`src/rtl/matrix_alu_sequencer.sv`:
```
// matrix_alu_sequencer: runs one 4x4 x 16-bit matrix operation end to end on the matrix ALU.
// It fetches operands from matrix memory, loads them into the ALU, issues the execute
// opcode, waits for the ALU status and writes the result back to memory.
// Optional build macro SEQ_TIMEOUT_EN bounds the READ wait to TIMEOUT cycles and retires the
// command with err=1 when the bound expires.
// mem_rdata_i is sampled at the clock edge that closes the read strobe cycle, so the operand
// is on alu_o during the following LOAD cycle.
module matrix_alu_sequencer #(
    parameter int unsigned ADDR_W  = 8,
    parameter int unsigned DATA_W  = 256,
    parameter int unsigned TIMEOUT = 16
) (
    input  logic              clk_i,
    input  logic              rst_ni,
    input  logic              cmd_valid_i,
    output logic              cmd_ready_o,
    input  logic [7:0]        cmd_op_i,
    input  logic [ADDR_W-1:0] cmd_src_a_i,
    input  logic [ADDR_W-1:0] cmd_src_b_i,
    input  logic [ADDR_W-1:0] cmd_dst_i,
    input  logic [15:0]       cmd_scalar_i,
    output logic              done_o,
    output logic              err_o,
    output logic              busy_o,
    output logic              mem_en_o,
    output logic              mem_rw_o,
    output logic [ADDR_W-1:0] mem_addr_o,
    output logic [DATA_W-1:0] mem_wdata_o,
    input  logic [DATA_W-1:0] mem_rdata_i,
    output logic              alu_enable_o,
    output logic              alu_readwrite_o,
    output logic [7:0]        alu_opcode_o,
    output logic [DATA_W-1:0] alu_in_o,
    input  logic [DATA_W-1:0] alu_out_i,
    input  logic              alu_status_i
);

    localparam logic [7:0] OpAdd   = 8'h81;
    localparam logic [7:0] OpSub   = 8'h82;
    localparam logic [7:0] OpMult  = 8'h83;
    localparam logic [7:0] OpTrans = 8'h85;
    localparam logic [7:0] OpScale = 8'hBC;
    localparam logic [7:0] OpLoad  = 8'h01;

    typedef enum logic [3:0] {
        StIdle,
        StFetchA,
        StLoadA,
        StFetchB,
        StLoadB,
        StExec,
        StRead,
        StWrite,
        StDone
    } state_e;

    state_e state_q, state_d;

    logic [7:0]        op_q, op_d;
    logic [ADDR_W-1:0] src_a_q, src_a_d;
    logic [ADDR_W-1:0] src_b_q, src_b_d;
    logic [ADDR_W-1:0] dst_q, dst_d;
    logic [15:0]       scalar_q, scalar_d;
    logic [DATA_W-1:0] result_q, result_d;

    logic              done_q, done_d;
    logic              err_q, err_d;
    logic              mem_en_q, mem_en_d;
    logic              mem_rw_q, mem_rw_d;
    logic [ADDR_W-1:0] mem_addr_q, mem_addr_d;
    logic [DATA_W-1:0] mem_wdata_q, mem_wdata_d;
    logic              alu_enable_q, alu_enable_d;
    logic              alu_readwrite_q, alu_readwrite_d;
    logic [7:0]        alu_opcode_q, alu_opcode_d;
    logic [DATA_W-1:0] alu_in_q, alu_in_d;

    logic accept;
    logic op_legal;

`ifdef SEQ_TIMEOUT_EN
    logic [31:0] wait_cnt_q, wait_cnt_d;
`else
    logic unused_timeout_cfg;
    assign unused_timeout_cfg = (TIMEOUT == 0);
`endif

    assign cmd_ready_o = (state_q == StIdle) && rst_ni;
    assign busy_o      = (state_q != StIdle);
    assign accept      = cmd_valid_i && cmd_ready_o;
    assign op_legal    = cmd_op_i inside {OpAdd, OpSub, OpMult, OpTrans, OpScale};

    // Next state, command latch, result capture and registered-output next values.
    always_comb begin
        state_d  = state_q;
        op_d     = op_q;
        src_a_d  = src_a_q;
        src_b_d  = src_b_q;
        dst_d    = dst_q;
        scalar_d = scalar_q;
        result_d = result_q;
        err_d    = 1'b0;
`ifdef SEQ_TIMEOUT_EN
        wait_cnt_d = wait_cnt_q;
`endif

        unique case (state_q)
            StIdle: begin
                if (accept) begin
                    op_d     = cmd_op_i;
                    src_a_d  = cmd_src_a_i;
                    src_b_d  = cmd_src_b_i;
                    dst_d    = cmd_dst_i;
                    scalar_d = cmd_scalar_i;
                    if (op_legal) begin
                        state_d = StFetchA;
                    end else begin
                        state_d = StDone;
                        err_d   = 1'b1;
                    end
                end
            end
            StFetchA: state_d = StLoadA;
            StLoadA: begin
                if (op_q == OpTrans) begin
                    state_d = StExec;
                end else if (op_q == OpScale) begin
                    state_d = StLoadB;
                end else begin
                    state_d = StFetchB;
                end
            end
            StFetchB: state_d = StLoadB;
            StLoadB:  state_d = StExec;
            StExec: begin
                state_d = StRead;
`ifdef SEQ_TIMEOUT_EN
                wait_cnt_d = '0;
`endif
            end
            StRead: begin
                // A status arriving on the final allowed cycle still completes normally.
                if (alu_status_i) begin
                    result_d = alu_out_i;
                    state_d  = StWrite;
                end else begin
`ifdef SEQ_TIMEOUT_EN
                    wait_cnt_d = wait_cnt_q + 32'd1;
                    if (wait_cnt_d >= TIMEOUT) begin
                        state_d = StDone;
                        err_d   = 1'b1;
                    end
`endif
                end
            end
            StWrite: state_d = StDone;
            StDone:  state_d = StIdle;
            default: state_d = StIdle;
        endcase

        // Outputs are decoded from the state being entered so they line up with that state.
        done_d          = (state_d == StDone);
        mem_en_d        = state_d inside {StFetchA, StFetchB, StWrite};
        mem_rw_d        = (state_d == StWrite);
        alu_enable_d    = state_d inside {StLoadA, StLoadB, StRead};
        alu_readwrite_d = (state_d == StRead);

        alu_opcode_d = 8'h00;
        if (state_d inside {StLoadA, StLoadB, StRead}) begin
            alu_opcode_d = OpLoad;
        end else if (state_d == StExec) begin
            alu_opcode_d = op_d;
        end

        mem_addr_d = mem_addr_q;
        if (state_d == StFetchA) begin
            mem_addr_d = src_a_d;
        end else if (state_d == StFetchB) begin
            mem_addr_d = src_b_d;
        end else if (state_d == StWrite) begin
            mem_addr_d = dst_d;
        end

        alu_in_d = alu_in_q;
        if (state_d == StLoadA) begin
            alu_in_d = mem_rdata_i;
        end else if (state_d == StLoadB) begin
            alu_in_d = (op_d == OpScale) ? {{(DATA_W-16){1'b0}}, scalar_d} : mem_rdata_i;
        end

        mem_wdata_d = mem_wdata_q;
        if (state_d == StWrite) begin
            mem_wdata_d = result_d;
        end
    end

    // State and output registers with synchronous active-low reset.
    always_ff @(posedge clk_i) begin
        if (!rst_ni) begin
            state_q         <= StIdle;
            op_q            <= '0;
            src_a_q         <= '0;
            src_b_q         <= '0;
            dst_q           <= '0;
            scalar_q        <= '0;
            result_q        <= '0;
            done_q          <= 1'b0;
            err_q           <= 1'b0;
            mem_en_q        <= 1'b0;
            mem_rw_q        <= 1'b0;
            mem_addr_q      <= '0;
            mem_wdata_q     <= '0;
            alu_enable_q    <= 1'b0;
            alu_readwrite_q <= 1'b0;
            alu_opcode_q    <= '0;
            alu_in_q        <= '0;
`ifdef SEQ_TIMEOUT_EN
            wait_cnt_q      <= '0;
`endif
        end else begin
            state_q         <= state_d;
            op_q            <= op_d;
            src_a_q         <= src_a_d;
            src_b_q         <= src_b_d;
            dst_q           <= dst_d;
            scalar_q        <= scalar_d;
            result_q        <= result_d;
            done_q          <= done_d;
            err_q           <= err_d;
            mem_en_q        <= mem_en_d;
            mem_rw_q        <= mem_rw_d;
            mem_addr_q      <= mem_addr_d;
            mem_wdata_q     <= mem_wdata_d;
            alu_enable_q    <= alu_enable_d;
            alu_readwrite_q <= alu_readwrite_d;
            alu_opcode_q    <= alu_opcode_d;
            alu_in_q        <= alu_in_d;
`ifdef SEQ_TIMEOUT_EN
            wait_cnt_q      <= wait_cnt_d;
`endif
        end
    end

    assign done_o          = done_q;
    assign err_o           = err_q;
    assign mem_en_o        = mem_en_q;
    assign mem_rw_o        = mem_rw_q;
    assign mem_addr_o      = mem_addr_q;
    assign mem_wdata_o     = mem_wdata_q;
    assign alu_enable_o    = alu_enable_q;
    assign alu_readwrite_o = alu_readwrite_q;
    assign alu_opcode_o    = alu_opcode_q;
    assign alu_in_o        = alu_in_q;

endmodule
```
`config.mk`:
```
export PLATFORM = sky130hd
export DESIGN_NAME = matrix_alu_sequencer
export DESIGN_NICKNAME = d
export VERILOG_FILES = /design/src/rtl/matrix_alu_sequencer.sv
export SDC_FILE = /design/constraint.sdc
export NUM_CORES = 2
export LEC_CHECK = 0
export BUFFER_PORTS_ARGS = -buffer_cell sky130_fd_sc_hd__buf_2
export CORE_AREA = 2 2 426 428
export DETAILED_ROUTE_END_ITERATION = 7
export DIE_AREA = 0 0 428 430
export PLACE_DENSITY_LB_ADDON = 0.15
export SKIP_CTS_REPAIR_TIMING = 1
export SYNTH_ARGS = -nofsm -noshare
export SYNTH_HDL_FRONTEND = slang
export SYNTH_SLANG_ARGS = --single-unit
```
`constraint.sdc`:
```
create_clock -name clk_i -period 2.07 [get_ports clk_i]
set_input_delay 0.414 -clock clk_i [delete_from_list [all_inputs] [get_ports clk_i]]
set_output_delay 0.414 -clock clk_i [all_outputs]
set_load 0.05 [all_outputs]
```
==> After elaboration in Yosys (flattened, before gate mapping) <==
Cells that the tools add are included.
{ "word_totals": {"rom_bits": 0, "input_bits": 564, "latch_bits": 0, "ramBits": 0, "ff_bits": 842, "out_inout_bits": 536, "elab_cells": 80, "n_memories": 0} }
{ "classes": {"mul": 0, "n_bitwise": 2, "n_reduce_logical": 10, "n_eq_ne": 23, "addsub": 0, "n_div": 0, "mux": 27, "magnitude_cmp": 0, "shift": 0} }
{ "ops": {"columns": ["operator", "count"], "rows": [
  ["2-to-1 mux 256 bit", 5],
  ["2-to-1 mux 8 bit", 11],
  ["== test 8 bit (second input constant)", 8],
  ["== test 4 x 3 -> 1 bit (second input constant)", 8],
  ["2-to-1 mux 16 bit", 2],
  ["case mux 4 bit (8 select lines)", 1],
  ["== test 4 x 2 -> 1 bit (second input constant)", 4],
  ["2-to-1 mux 4 bit", 3],
  ["== test 4 x 1 -> 1 bit (second input constant)", 2],
  ["2-to-1 mux 3 bit", 2],
  ["nonzero test 3 bit", 2],
  ["nonzero test 5 bit", 1],
  ["== test 4 bit (second input constant)", 1],
  ["logical NOT 4 bit", 1],
  ["nonzero test 4 bit", 1],
  ["2-to-1 mux 1 bit", 3],
  ["AND reduction 3 bit", 1],
  ["OR reduction 3 bit", 1],
  ["logical AND 1 bit", 2],
  ["NOT 1 bit", 2],
  ["nonzero test 2 bit", 1]
]} }

==> Depth between registers and ports, before layout <==
{ "logic_depth": {"ltp_word": 9, "depth_mapped": 11, "depth_no_buf": 6} }

==> Worst setup path before layout <==
OpenSTA, ideal clock, no wires.
{ "synth_path": {"path_type": "input to register", "start": "input cmd_op_i[3]", "end": "register alu_in_q[100] (netlist: alu_in_o[100])", "slack_ns": -0.182, "path_buffers": 3, "setup_ns": 0.060, "t_arrival_ns": 2.191, "cell_stages": 9, "required_time_ns": 2.010, "cell_sequence": "or3_1 > mux2i_1 > nand3_1 > a31oi_2 > and2_1 > buf_2 > buf_4 > buf_2 > a22o_1"} }
{ "synth_via": {"elab_chain_cells": 7, "word_cells_on_any_way": 18, "classes_between": "8 x eq/ne; 8 x mux; 2 x reduce/logical"} }
{ "synth_lines": {"columns": ["element", "line_no", "text"], "rows": [
  ["from (decl)", "17", "input logic [7:0] cmd_op_i,"],
  ["== test 8 bit", "90", "assign op_legal = cmd_op_i inside {OpAdd, OpSub, OpMult, OpTrans, OpScale};"],
  ["nonzero test 5 bit", "90", null],
  ["2-to-1 mux 4 bit", "114", "if (op_legal) begin"],
  ["2-to-1 mux 4 bit", "108", "if (accept) begin"],
  ["case mux 4 bit (8 select lines)", "106", "unique case (state_q)"],
  ["== test 4 x 2 -> 1 bit / == test 4 x 3 -> 1 bit (equally long branches)", "184, 186", null],
  ["2-to-1 mux 256 bit / nonzero test 2 bit (equally long branches)", null, null],
  ["to (signal assigned)", "236", "alu_in_q <= alu_in_d;"],
  ["to (decl)", "75", "logic [DATA_W-1:0] alu_in_q, alu_in_d;"]
]} }
Parallel ways exist; a longest one is shown, timed or not. The select of a mux whose other input is x is not followed.
A chain may end at the register's enable or synchronous reset.

==> Final worst setup path <==
{ "layout_path": {"start": "register op_q[6]", "end": "register alu_in_q[115] (netlist: alu_in_o[115])"} }
{ "layout_via": {"elab_chain_cells": 6, "word_cells_on_any_way": 14, "classes_between": "5 x eq/ne; 8 x mux; 1 x reduce/logical"} }
{ "layout_lines": {"columns": ["element", "line_no", "text"], "rows": [
  ["from (decl)", "59", "logic [7:0] op_q, op_d;"],
  ["from (signal assigned)", "221", "op_q <= op_d;"],
  ["== test 8 bit / 2-to-1 mux 8 bit (equally long branches)", "126, 108", null],
  ["2-to-1 mux 3 bit / 2-to-1 mux 8 bit (equally long branches)", "126, 106", null],
  ["2-to-1 mux 3 bit / == test 8 bit (equally long branches)", "124, 187", null],
  ["case mux 4 bit (8 select lines) / 2-to-1 mux 256 bit (equally long branches)", "106, 187", null],
  ["== test 4 x 2 -> 1 bit, or another cell as far along", "184", "if (state_d == StLoadA) begin"],
  ["2-to-1 mux 256 bit / nonzero test 2 bit (equally long branches)", null, null]
]} }
Parallel ways exist; a longest one is shown, timed or not. The select of a mux whose other input is x is not followed.

==> impl_metrics.toml <==
[detailed_routing]
detail-route-antenna-nets = 0
drt-initial-drc-count = 932
post_drt_wl_per_cell_um = 19.9
drcViolationCount = 0
wl_um = 123000
dr.pass1.iters = 5
via_count = 21700
viasPerCell = 3.51

[placement]
place_area_mm2 = 0.0294
place_congestion = 0.784
hpwlAfterDp_um = 93200
port_buffers = 1099

[worst_setup_path]
start_kind = "flop"
path_buf_inv = 2
end_kind = "flop"
critPathRequiredTime_ns = 2.64
worstSetupPathType = "flop to flop"
crit_family = "simple AND/OR/NAND/NOR gates"
crit_fanout = 20
cpPeakStageDelay_ns = 0.52
cp_data_arrival_time_ns = 2.92
cp_common_cell = "buf_12"
path_cells = "nand4bb_1 -> or4b_4 -> o21ai_4 -> a31oi_4 -> and2_4 -> buf_12 -> buf_12 -> a22o_1"
cp_slowest_cell = "or4b_4"

[clock_tree]
cts_max_path_buffers = 3
path_clk_slew_ns = 0.06
cts.sinks = 578
cts_tree = "done"
cts_root_buf = "clkbuf_16"
clk_latency_ns = 0.70
htreeDepth = 3
cts_inserted_buffers = 80

[yosys]
synthArstFlopShare = 0
synth.largest_area_cell = "dfxtp_1"
syn_avg_cell_area_um2 = 9.69
synth.cell_area_mm2 = 0.0201
syn_inst = 2076
synth-edff-count = 0
ys.flop_type = "dfxtp_1"
synth_commonest_cells = "nand2_1, dfxtp_1, a21boi_0"
synth_most_common_cell = "nand2_1"
synth_seq_cells = 578
yosysWarnings = 0
syn_nets = 2640
synth_top_area_frac = 0.575
synthTopCellsByArea = "dfxtp_1, nand2_1, a21boi_0, a22o_1, clkbuf_1"
ys_seq_area_frac = 0.575
yosysUniqueCellTypes = 42

[timing]
fmax_mhz = 425
hold_slack_ns = 0.00690
rsz0062_at_grt = "yes"
fin_crit_ns = 2.35
finalCritPeriodShare = 1.14
fin_worst_skew_ns = 0.0257
slew-limit-headroom = 0.202
fin_ws_ns = -0.282
report.final.slew_viol_count = 0
finalHoldViolCount = 0
setup-violations-final = 243
tightestPinTransition_ns = 1.20

[power_and_ir_drop]
leakage_nw = 16.4
ir_worst_vdd_uv = 505
p_per_area_mw_per_mm2 = 727

[global_route]
grt_max_degree = 175
overflow = 0
antenna_found_initial = 37
grt_pass1_vias = 19700
grt.total_usage = 0.123
grt_pass1_wl_um = 161000

[layout]
final_nets = 4307
area_delta_synth_final_pct = 87.9
fin_util = 0.210
multi_input_area_mm2 = 0.00794
ff_latch_area_mm2 = 0.0116
nFillCells = 20000
drive_gt1_frac = 0.376
fin_area_mm2 = 0.0378

[min_path]
worstHoldPathType = "input pin to flop"

[flow_run]
maxCapViolations = 0

[floorplanning]
pin_count = 1100
die_x_um = 428
fp.dieH_um = 430
initial_utilization = 0.112
die_area_mm2 = 0.184
rows = 156
core_mm2 = 0.180

[status]
status = "finished with violations"
violations = "negative setup slack"
-- stage by stage --
step           setup TNS [ns]  worst slack, ns  power, mW  cells
6_report               -56.41           -0.282       27.5   6187
5_1_grt                -77.88           -0.358       28.7   6185
4_1_cts                -74.66           -0.386       27.3   5657
2_1_floorplan          -26.02           -0.130       11.9   2076
3_3_place_gp          -108.33           -0.462       12.8   5515
3_5_place_dp          -103.86           -0.442       12.8   5515
-- power breakdown --
group | switching (mW) | internal (mW)
Sequential | 0.0328 | 11.2
Combinational | 0.868 | 1.29
Clock | 5.75 | 8.38
Total | 6.65 | 20.9
-- final timing paths --
kind                                       from                             to  slack (ns)  cells after the start
setup reg to reg             op_q[6]$_SDFF_PN0_     alu_in_o[115]$_SDFFE_PN0P_       -0.28                      8
hold reg to reg   mem_wdata_o[217]$_SDFFE_PN0P_  mem_wdata_o[217]$_SDFFE_PN0P_        0.46                      2
setup / recovery             op_q[6]$_SDFF_PN0_     alu_in_o[115]$_SDFFE_PN0P_       -0.28                      8
hold / removal                    alu_out_i[59]   mem_wdata_o[59]$_SDFFE_PN0P_       0.007                      3
-- layout make-up --
type,count,area share
Clock inverter,25,0.00850
Timing Repair Buffer,1766,0.335
Multi-Input combinational cell,1317,0.210
Antenna cell,14,0.000926
Sequential cell,578,0.306
Tap cell,2370,0.0784
Clock buffer,117,0.0611
-- layer usage --
metal	up-vias	track usage	wire, um
li1	10500	-	-
met1	10300	0.125	46500
met2	722	0.236	66700
met3	159	0.0395	7040
met4	2	0.0363	2570
met5	-	0	11
-- kinds of logic (layout without fill, tap and decap cells) --
| logic type | count (synthesis) | in the layout | synth area share |
|---|---|---|---|
| other | 0 | 14 | 0 |
| buffers and inverters | 181 | 1908 | 0.0372 |
| AOI/OAI and AO/OA | 603 | 603 | 0.240 |
| and+or+nand+nor | 698 | 698 | 0.140 |
| muxes | 16 | 16 | 0.00796 |
| DFF | 578 | 578 | 0.575 |
-- state kept, by name, indices dropped and copies added (netlist names) --
| register | flops |
|---|---|
| alu_in_o | 256 |
| mem_wdata_o | 256 |
| scalar_q | 16 |
| alu_opcode_o | 8 |
| dst_q | 8 |
| mem_addr_o | 8 |
| op_q | 8 |
| src_b_q | 8 |
| state_q | 4 |
| alu_enable_o | 1 |
| alu_readwrite_o | 1 |
| done_o | 1 |
| err_o | 1 |
| mem_en_o | 1 |
| mem_rw_o | 1 |
-- worst reg2reg max path: stages (launching register included) --
cell	delay, ns
dfxtp_2	0.32
nand4bb_1	0.21
or4b_4	0.52
o21ai_4	0.21
a31oi_4	0.14
and2_4	0.21
buf_12	0.16
buf_12	0.25
a22o_1	0.24
-- cells in the final DEF, fill, tap and decap left out, drive strengths merged, types with 2 or more instances in the layout --
cell,n
o21a,3
dlygate4sd3,491
nor3,4
nand4,5
clkinvlp,2
nand2b,3
dfxtp,578
inv,3
nand3,24
o221a,2
nor2b,12
and4,2
clkinv,15
o31ai,17
a211oi,4
nor4b,3
nor2,37
o21ai,11
nand2,587
a31oi,4
o211ai,2
mux2i,16
a21boi,292
and2,7
o22ai,2
a221o,4
buf,1258
diode,14
bufinv,5
clkbuf,134
o221ai,16
a21oi,4
and3,7
a22o,240
Power figures use the tool's default switching activity.
